[src/rtl/fifo_pkg.sv]
// Shared defaults and types for the FIFO write scheduler.
// Also provides the index-width helper used by every file of the block.
package fifo_pkg;

   localparam int unsigned DefNReq     = 4;
   localparam int unsigned DefDw       = 8;
   localparam int unsigned DefMaxBurst = 4;
   localparam int unsigned FifoDepth   = 16;

   typedef enum logic {StIdle, StBurst} sched_state_e;

   // Port-index width; never narrower than one bit so a single-port build still elaborates.
   function automatic int unsigned idx_width(input int unsigned n);
      return (n > 1) ? $clog2(n) : 1;
   endfunction

endpackage

[src/rtl/fifo_wr_sched_if.sv]
// Producer-side handshake plus FIFO write port seen by the scheduler.
// The master modport is the scheduler side and the slave modport is the environment side.
interface fifo_wr_sched_if #(
   parameter int unsigned N_REQ = fifo_pkg::DefNReq,
   parameter int unsigned DW    = fifo_pkg::DefDw
);

   localparam int unsigned IW = fifo_pkg::idx_width(N_REQ);

   logic [N_REQ-1:0]    req;
   logic [N_REQ*DW-1:0] req_data;
   logic [N_REQ-1:0]    req_last;
   logic [N_REQ-1:0]    gnt;
   logic                fifo_full;
   logic                fifo_wr_en;
   logic [DW-1:0]       fifo_data;
   logic                busy;
   logic [IW-1:0]       owner;

   modport master (
      input  req, req_data, req_last, fifo_full,
      output gnt, fifo_wr_en, fifo_data, busy, owner
   );

   modport slave (
      output req, req_data, req_last, fifo_full,
      input  gnt, fifo_wr_en, fifo_data, busy, owner
   );

endinterface

[src/rtl/rr_arbiter.sv]
// Combinational round-robin pick: the first requester at or after rr_ptr_i, wrapping around.
module rr_arbiter
   import fifo_pkg::*;
#(
   parameter int unsigned N_REQ = DefNReq,
   parameter int unsigned IW    = idx_width(N_REQ)
) (
   input  logic [N_REQ-1:0] req_i,
   input  logic [IW-1:0]    rr_ptr_i,
   output logic             valid_o,
   output logic [IW-1:0]    index_o
);

   int unsigned   cand;
   logic [IW-1:0] cand_idx;

   always_comb begin
      valid_o  = 1'b0;
      index_o  = '0;
      cand     = 0;
      cand_idx = '0;
      for (int unsigned k = 0; k < N_REQ; k++) begin
         cand     = (32'(rr_ptr_i) + k) % N_REQ;
         cand_idx = IW'(cand);
         if (!valid_o && req_i[cand_idx]) begin
            valid_o = 1'b1;
            index_o = cand_idx;
         end
      end
   end

endmodule

[src/rtl/fifo_wr_sched.sv]
// Round-robin burst scheduler that lets N_REQ producers share one FIFO write port.
// N_REQ and DW must match the parameters of the connected interface instance.
module fifo_wr_sched
   import fifo_pkg::*;
#(
   parameter int unsigned N_REQ     = DefNReq,
   parameter int unsigned DW        = DefDw,
   parameter int unsigned MAX_BURST = DefMaxBurst
) (
   input logic             clk,
   input logic             reset,
   fifo_wr_sched_if.master bus
);

   localparam int unsigned IW = idx_width(N_REQ);
   localparam int unsigned CW = $clog2(MAX_BURST + 1);

   sched_state_e  state_q, state_d;
   logic [IW-1:0] owner_q, owner_d;
   logic [IW-1:0] rr_ptr_q, rr_ptr_d;
   logic [CW-1:0] count_q, count_d, count_inc;
   logic          arb_valid;
   logic [IW-1:0] arb_index;
   logic          owner_req, owner_last, accept, burst_done;

   rr_arbiter #(
      .N_REQ (N_REQ),
      .IW    (IW)
   ) u_arb (
      .req_i    (bus.req),
      .rr_ptr_i (rr_ptr_q),
      .valid_o  (arb_valid),
      .index_o  (arb_index)
   );

   always_comb begin
      owner_req     = 1'b0;
      owner_last    = 1'b0;
      bus.fifo_data = '0;
      for (int unsigned i = 0; i < N_REQ; i++) begin
         if (owner_q == IW'(i)) begin
            owner_req     = bus.req[i];
            owner_last    = bus.req_last[i];
            bus.fifo_data = bus.req_data[i*DW +: DW];
         end
      end
   end

   // Reset gates the grant so nothing is written in a reset cycle, even mid-burst.
   assign accept = (state_q == StBurst) && !reset && owner_req && !bus.fifo_full;

   always_comb begin
      bus.gnt = '0;
      for (int unsigned i = 0; i < N_REQ; i++) begin
         bus.gnt[i] = accept && (owner_q == IW'(i));
      end
   end

   assign bus.fifo_wr_en = |bus.gnt;
   assign bus.busy       = (state_q == StBurst);
   assign bus.owner      = owner_q;
   assign count_inc      = count_q + CW'(1);

   always_comb begin
      state_d    = state_q;
      owner_d    = owner_q;
      rr_ptr_d   = rr_ptr_q;
      count_d    = count_q;
      burst_done = 1'b0;
      unique case (state_q)
         StIdle: begin
            if (arb_valid) begin
               owner_d = arb_index;
               count_d = '0;
               state_d = StBurst;
            end
         end
         StBurst: begin
            if (!owner_req) begin
               burst_done = 1'b1;
            end else if (accept) begin
               count_d    = count_inc;
               burst_done = owner_last || (count_inc == CW'(MAX_BURST));
            end
            if (burst_done) begin
               state_d  = StIdle;
               rr_ptr_d = (owner_q == IW'(N_REQ - 1)) ? '0 : owner_q + IW'(1);
            end
         end
         default: state_d = StIdle;
      endcase
   end

   always_ff @(posedge clk) begin
      if (reset) begin
         state_q  <= StIdle;
         owner_q  <= '0;
         rr_ptr_q <= '0;
         count_q  <= '0;
      end else begin
         state_q  <= state_d;
         owner_q  <= owner_d;
         rr_ptr_q <= rr_ptr_d;
         count_q  <= count_d;
      end
   end

endmodule

[src/flat_wrapper.sv]
// flat-port wrapper written by rule: the top's interface ports become plain ports
module fifo_wr_sched_flat import fifo_pkg::*;
#(
   parameter int unsigned N_REQ     = DefNReq,
   parameter int unsigned DW        = DefDw,
   parameter int unsigned MAX_BURST = DefMaxBurst
)
  (clk, reset, bus_req, bus_req_data, bus_req_last, bus_fifo_full, bus_gnt, bus_fifo_wr_en, bus_fifo_data, bus_busy, bus_owner);
  fifo_wr_sched_if #(.N_REQ(N_REQ), .DW(DW)) bus_i ();
  input logic clk;
  input logic reset;
  input wire logic [$bits(bus_i.req)-1:0] bus_req;
  input wire logic [$bits(bus_i.req_data)-1:0] bus_req_data;
  input wire logic [$bits(bus_i.req_last)-1:0] bus_req_last;
  input wire logic [$bits(bus_i.fifo_full)-1:0] bus_fifo_full;
  output wire logic [$bits(bus_i.gnt)-1:0] bus_gnt;
  output wire logic [$bits(bus_i.fifo_wr_en)-1:0] bus_fifo_wr_en;
  output wire logic [$bits(bus_i.fifo_data)-1:0] bus_fifo_data;
  output wire logic [$bits(bus_i.busy)-1:0] bus_busy;
  output wire logic [$bits(bus_i.owner)-1:0] bus_owner;
  assign bus_i.req = bus_req;
  assign bus_i.req_data = bus_req_data;
  assign bus_i.req_last = bus_req_last;
  assign bus_i.fifo_full = bus_fifo_full;
  assign bus_gnt = bus_i.gnt;
  assign bus_fifo_wr_en = bus_i.fifo_wr_en;
  assign bus_fifo_data = bus_i.fifo_data;
  assign bus_busy = bus_i.busy;
  assign bus_owner = bus_i.owner;
  fifo_wr_sched #(.N_REQ(N_REQ), .DW(DW), .MAX_BURST(MAX_BURST)) u_core (.clk(clk), .reset(reset), .bus(bus_i));
endmodule
[config.mk]
export PLATFORM = sky130hd
export DESIGN_NAME = fifo_wr_sched_flat
export DESIGN_NICKNAME = d
export VERILOG_FILES = /design/src/rtl/fifo_pkg.sv /design/src/rtl/fifo_wr_sched_if.sv /design/src/rtl/rr_arbiter.sv /design/src/rtl/fifo_wr_sched.sv /design/src/flat_wrapper.sv
export SDC_FILE = /design/constraint.sdc
export NUM_CORES = 1
export LEC_CHECK = 0
export CAP_MARGIN = 20
export CORE_MARGIN = 8
export CORE_UTILIZATION = 39
export DETAILED_ROUTE_END_ITERATION = 8
export PLACE_DENSITY_LB_ADDON = 0.15
export SETUP_SLACK_MARGIN = 0.3
export SLEW_MARGIN = 30
export SYNTH_ARGS = -nofsm -noshare
export SYNTH_HDL_FRONTEND = slang
export SYNTH_SLANG_ARGS = --single-unit
[constraint.sdc]
create_clock -name clk -period 4.7 [get_ports clk]
set_input_delay 0.705 -clock clk [delete_from_list [all_inputs] [get_ports clk]]
set_output_delay 0.705 -clock clk [all_outputs]
set_load 0.01 [all_outputs]
==> insert_results.sql <==
INSERT INTO impl_metrics (metric_group, metric, value, unit) VALUES
('clocking', 'inserted_clock_buffers', '3', ''),
('clocking', 'cts_root_buf', 'clkbuf_4', ''),
('clocking', 'cts_tree', 'done', ''),
('grt', 'grtUsageTotal', '14.97', '%'),
('yosys', 'ys_seq_area_share', '17.80', '%'),
('final_layout', 'fillerInstances', '190', ''),
('grt', 'grt_pass1_vias', '1036', ''),
('sta', 'skew', '0.7299', 'ps'),
('die', 'floorplan.core_area', '0.002191', 'mm²'),
('setup_path', 'setup.worst_path.start', 'reset', ''),
('placement', 'detailed_place_hpwl', '2.480', 'mm'),
('sta', 'fin_setup_tns', '0', 'ps'),
('grt', 'grt_pass1_wl', '5.188', 'mm'),
('die', 'fp.dieW', '64.03', 'µm'),
('die', 'placementRows', '17', ''),
('worst_hold_path', 'hold_path.class', 'reg2reg', ''),
('yosys', 'syn-instance-count', '127', ''),
('route', 'detailroute.via_count', '1077', ''),
('die', 'floorplan.initialDensity', '41.06', '%'),
('final_layout', 'flow.area_growth_from_synthesis', '66.76', '%'),
('yosys', 'postSynth.asyncResetShare', '0', '%'),
('final_layout', 'final_layout_size_suffix_gt1_share', '5.028', '%'),
('die', 'ioPinCount', '59', ''),
('placement', 'place_congestion', '0.8152', ''),
('yosys', 'total_nets_after_synthesis', '176', ''),
('route', 'post_drt_wl_per_cell', '15.27', 'µm'),
('final_layout', 'antenna_cells_inserted', '0', ''),
('run', 'timing.max_cap.violations', '0', ''),
('setup_path', 'worstReg2RegEnd', 'u_core.rr_ptr_q[0]', ''),
('setup_path', 'worst_path_most_repeated_cell', 'clkdlybuf4s50_1', ''),
('yosys', 'synthFlopType', 'dfxtp_1', ''),
('clocking', 'clock_tree.buffer_depth', '2', ''),
('clocking', 'cts.clk_slew.worst_paths', '50', 'ps'),
('setup_path', 'crit_fanout', '11', ''),
('clocking', 'cts-resized-gates', '0', ''),
('sta', 'max_slew_headroom', '48.22', '%'),
('setup_path', 'critPathRequiredTime', '3990', 'ps'),
('yosys', 'synth_area_per_cell', '7.084', 'µm²'),
('die', 'fp.dieH', '64.03', 'µm'),
('route', 'drt_iter0_markers', '39', ''),
('pwr', 'powerDensity', '217.6', 'mW/mm²'),
('clocking', 'clkLatencyLatePin', '240', 'ps'),
('setup_path', 'critical_path.cell_chain', 'clkdlybuf4s50_1 -> nor3b_1 -> inv_1 -> nor3_2 -> and2_1 -> clkdlybuf4s50_1', ''),
('outcome', 'run_status', 'finished, final reports clean', ''),
('yosys', 'synth-edff-count', '0', ''),
('pwr', 'cellLeakagePower', '0.5513', 'nW'),
('pwr', 'max-vdd-ir-drop', '211.8', 'µV'),
('yosys', 'synth-seq-cells', '8', ''),
('sta', 'grt_setup_unrepaired', 'false', ''),
('clocking', 'cts_htree_levels', '1', ''),
('sta', 'hold_viol_final', '0', ''),
('final_layout', 'nNetsFinal', '230', ''),
('yosys', 'synth.lib_cells_used.distinct', '33', ''),
('setup_path', 'timing_worst_setup_path_type', 'in2out', ''),
('sta', 'tightestPinTransition', '776.7', 'ps'),
('setup_path', 'worst_setup_path_endpoint', 'bus_gnt[2]', ''),
('sta', 'post-route-period-util', '75.97', '%'),
('sta', 'maximum_clock_frequency', '280.0', 'MHz'),
('yosys', 'yosysWarnings', '0', ''),
('route', 'drt_wl_total', '3.160', 'mm'),
('setup_path', 'arrival_time_at_the_worst_endpoint', '2870', 'ps'),
('setup_path', 'crit_path_max_incr_delay', '590', 'ps'),
('die', 'die_ar', '0.004100', 'mm²'),
('route', 'detail-route-antenna-nets', '0', ''),
('setup_path', 'worstReg2RegStart', 'u_core.bus.owner[0]', ''),
('sta', 'maxSlewViolCount', '0', ''),
('clocking', 'cts.repair_timing.setup_buffer_count', '0', ''),
('route', 'via_per_inst', '5.203', ''),
('route', 'drcViolationCount', '0', ''),
('clocking', 'holdBufCountCts', '0', ''),
('setup_path', 'r2r_setup_slack', '2380', 'ps');
==> critical path, delay by kind of cell <==
family	cells	cell delay (ps)
buffers and inverters	3	1230
AND/OR/NAND/NOR	3	930
==> how the worst min path moves through the flow <==
| stage | cells after the start | to | slack (ps) | start |
|---|---|---|---|---|
| 6_report | 1 | u_core.count_q[2] | 480 | u_core.count_q[2] |
| 5_1_grt | 1 | u_core.count_q[2] | 510 | u_core.count_q[2] |
| 4_1_cts | 1 | u_core.count_q[2] | 490 | u_core.count_q[2] |
| 3_5_place_dp | 1 | u_core.count_q[2] | 480 | u_core.count_q[2] |
| 3_3_place_gp | 1 | u_core.count_q[2] | 470 | u_core.count_q[2] |
| 2_1_floorplan | 1 | u_core.count_q[2] | 450 | u_core.count_q[2] |
==> per-layer routing <==
layer | track usage [%] | wire length, µm | up-vias
met5 | 0 | 0 | -
met4 | 4.178 | 29 | 0
met1 | 18.05 | 1406 | 478
met3 | 2.439 | 198 | 4
li1 | - | - | 555
met2 | 26.47 | 1526 | 40
==> cells in the mapped netlist, types with 3 or more instances <==
cell type,number,share of area (%)
nand3b_1,12,10
a21oi_1,22,12
dfxtp_1,8,18
ha_1,6,8.3
and2_1,3,2.1
buf_2,3,1.7
mux2i_1,3,3.3
o21ai_0,11,6.1
clkbuf_1,4,1.7
inv_1,7,2.9
nand2_1,21,8.8
==> registers in the layout (all words and copies together) (netlist names) <==
register          cells
u_core.count_q        3
u_core.bus.owner      2
u_core.rr_ptr_q       2
u_core.bus.busy       1
==> per-stage QoR <==
stage	area (µm²)	power (mW)	util, %	hold slack [ps]	worst slack (ps)
floorplan	899.6	0.1845	-	448.3	2305
global placement	1478	0.2753	67.45	467.1	1189
detailed placement	1478	0.2793	67.45	478.7	1128
CTS	1500	0.3310	68.48	485.8	1128
global route	1500	0.3510	68.48	514.2	867.0
finish	1500	0.3265	68.48	482.6	1129
==> area by class of cell <==
type / count / area, µm² / area share, %
sequential: 8 / 160.2 / 10.68
multi-input combinational: 103 / 675.6 / 45.04
inverter: 7 / 26.28 / 1.751
clock buffer: 3 / 22.52 / 1.501
tap: 28 / 35.03 / 2.335
timing repair buffer: 58 / 580.6 / 38.70
==> report_power, final <==
part	switching, mW	leakage [nW]	internal, mW
logic	0.0816	0.472	0.113
registers	0.00899	0.0654	0.0746
clock network	0.0194	0.0138	0.0289
total	0.110	0.551	0.216
==> cells in the final DEF (no fill, tap or decap) <==
master / count
clkdlybuf4s50_1: 58
a21oi_1: 22
nand2_1: 21
nand3b_1: 12
o21ai_0: 11
dfxtp_1: 8
inv_1: 7
ha_1: 6
and2_1: 3
mux2i_1: 3
clkbuf_4: 3
nor3b_1: 2
nor2b_1: 2
nor2_1: 2
nand4b_1: 2
and3b_1: 1
a2111oi_4: 1
o21a_1: 1
nor3_2: 1
nor4_1: 1
or2_2: 1
a22oi_1: 1
o22ai_1: 1
a311o_1: 1
xor2_1: 1
a22o_1: 1
a221oi_1: 1
o21ai_2: 1
and2_4: 1
a211o_1: 1
nand2b_1: 1
o41ai_2: 1
==> kinds of logic after synthesis <==
group / share of synthesized area (%)
and+or+nand+nor: 31.85
AOI/OAI and AO/OA: 30.60
buffers and inverters: 7.093
DFF: 17.80
adders and majority gates: 8.345
muxes: 3.338
xor gates and xnor gates: 0.9738
No activity file was read; power rests on OpenSTA's default activity.
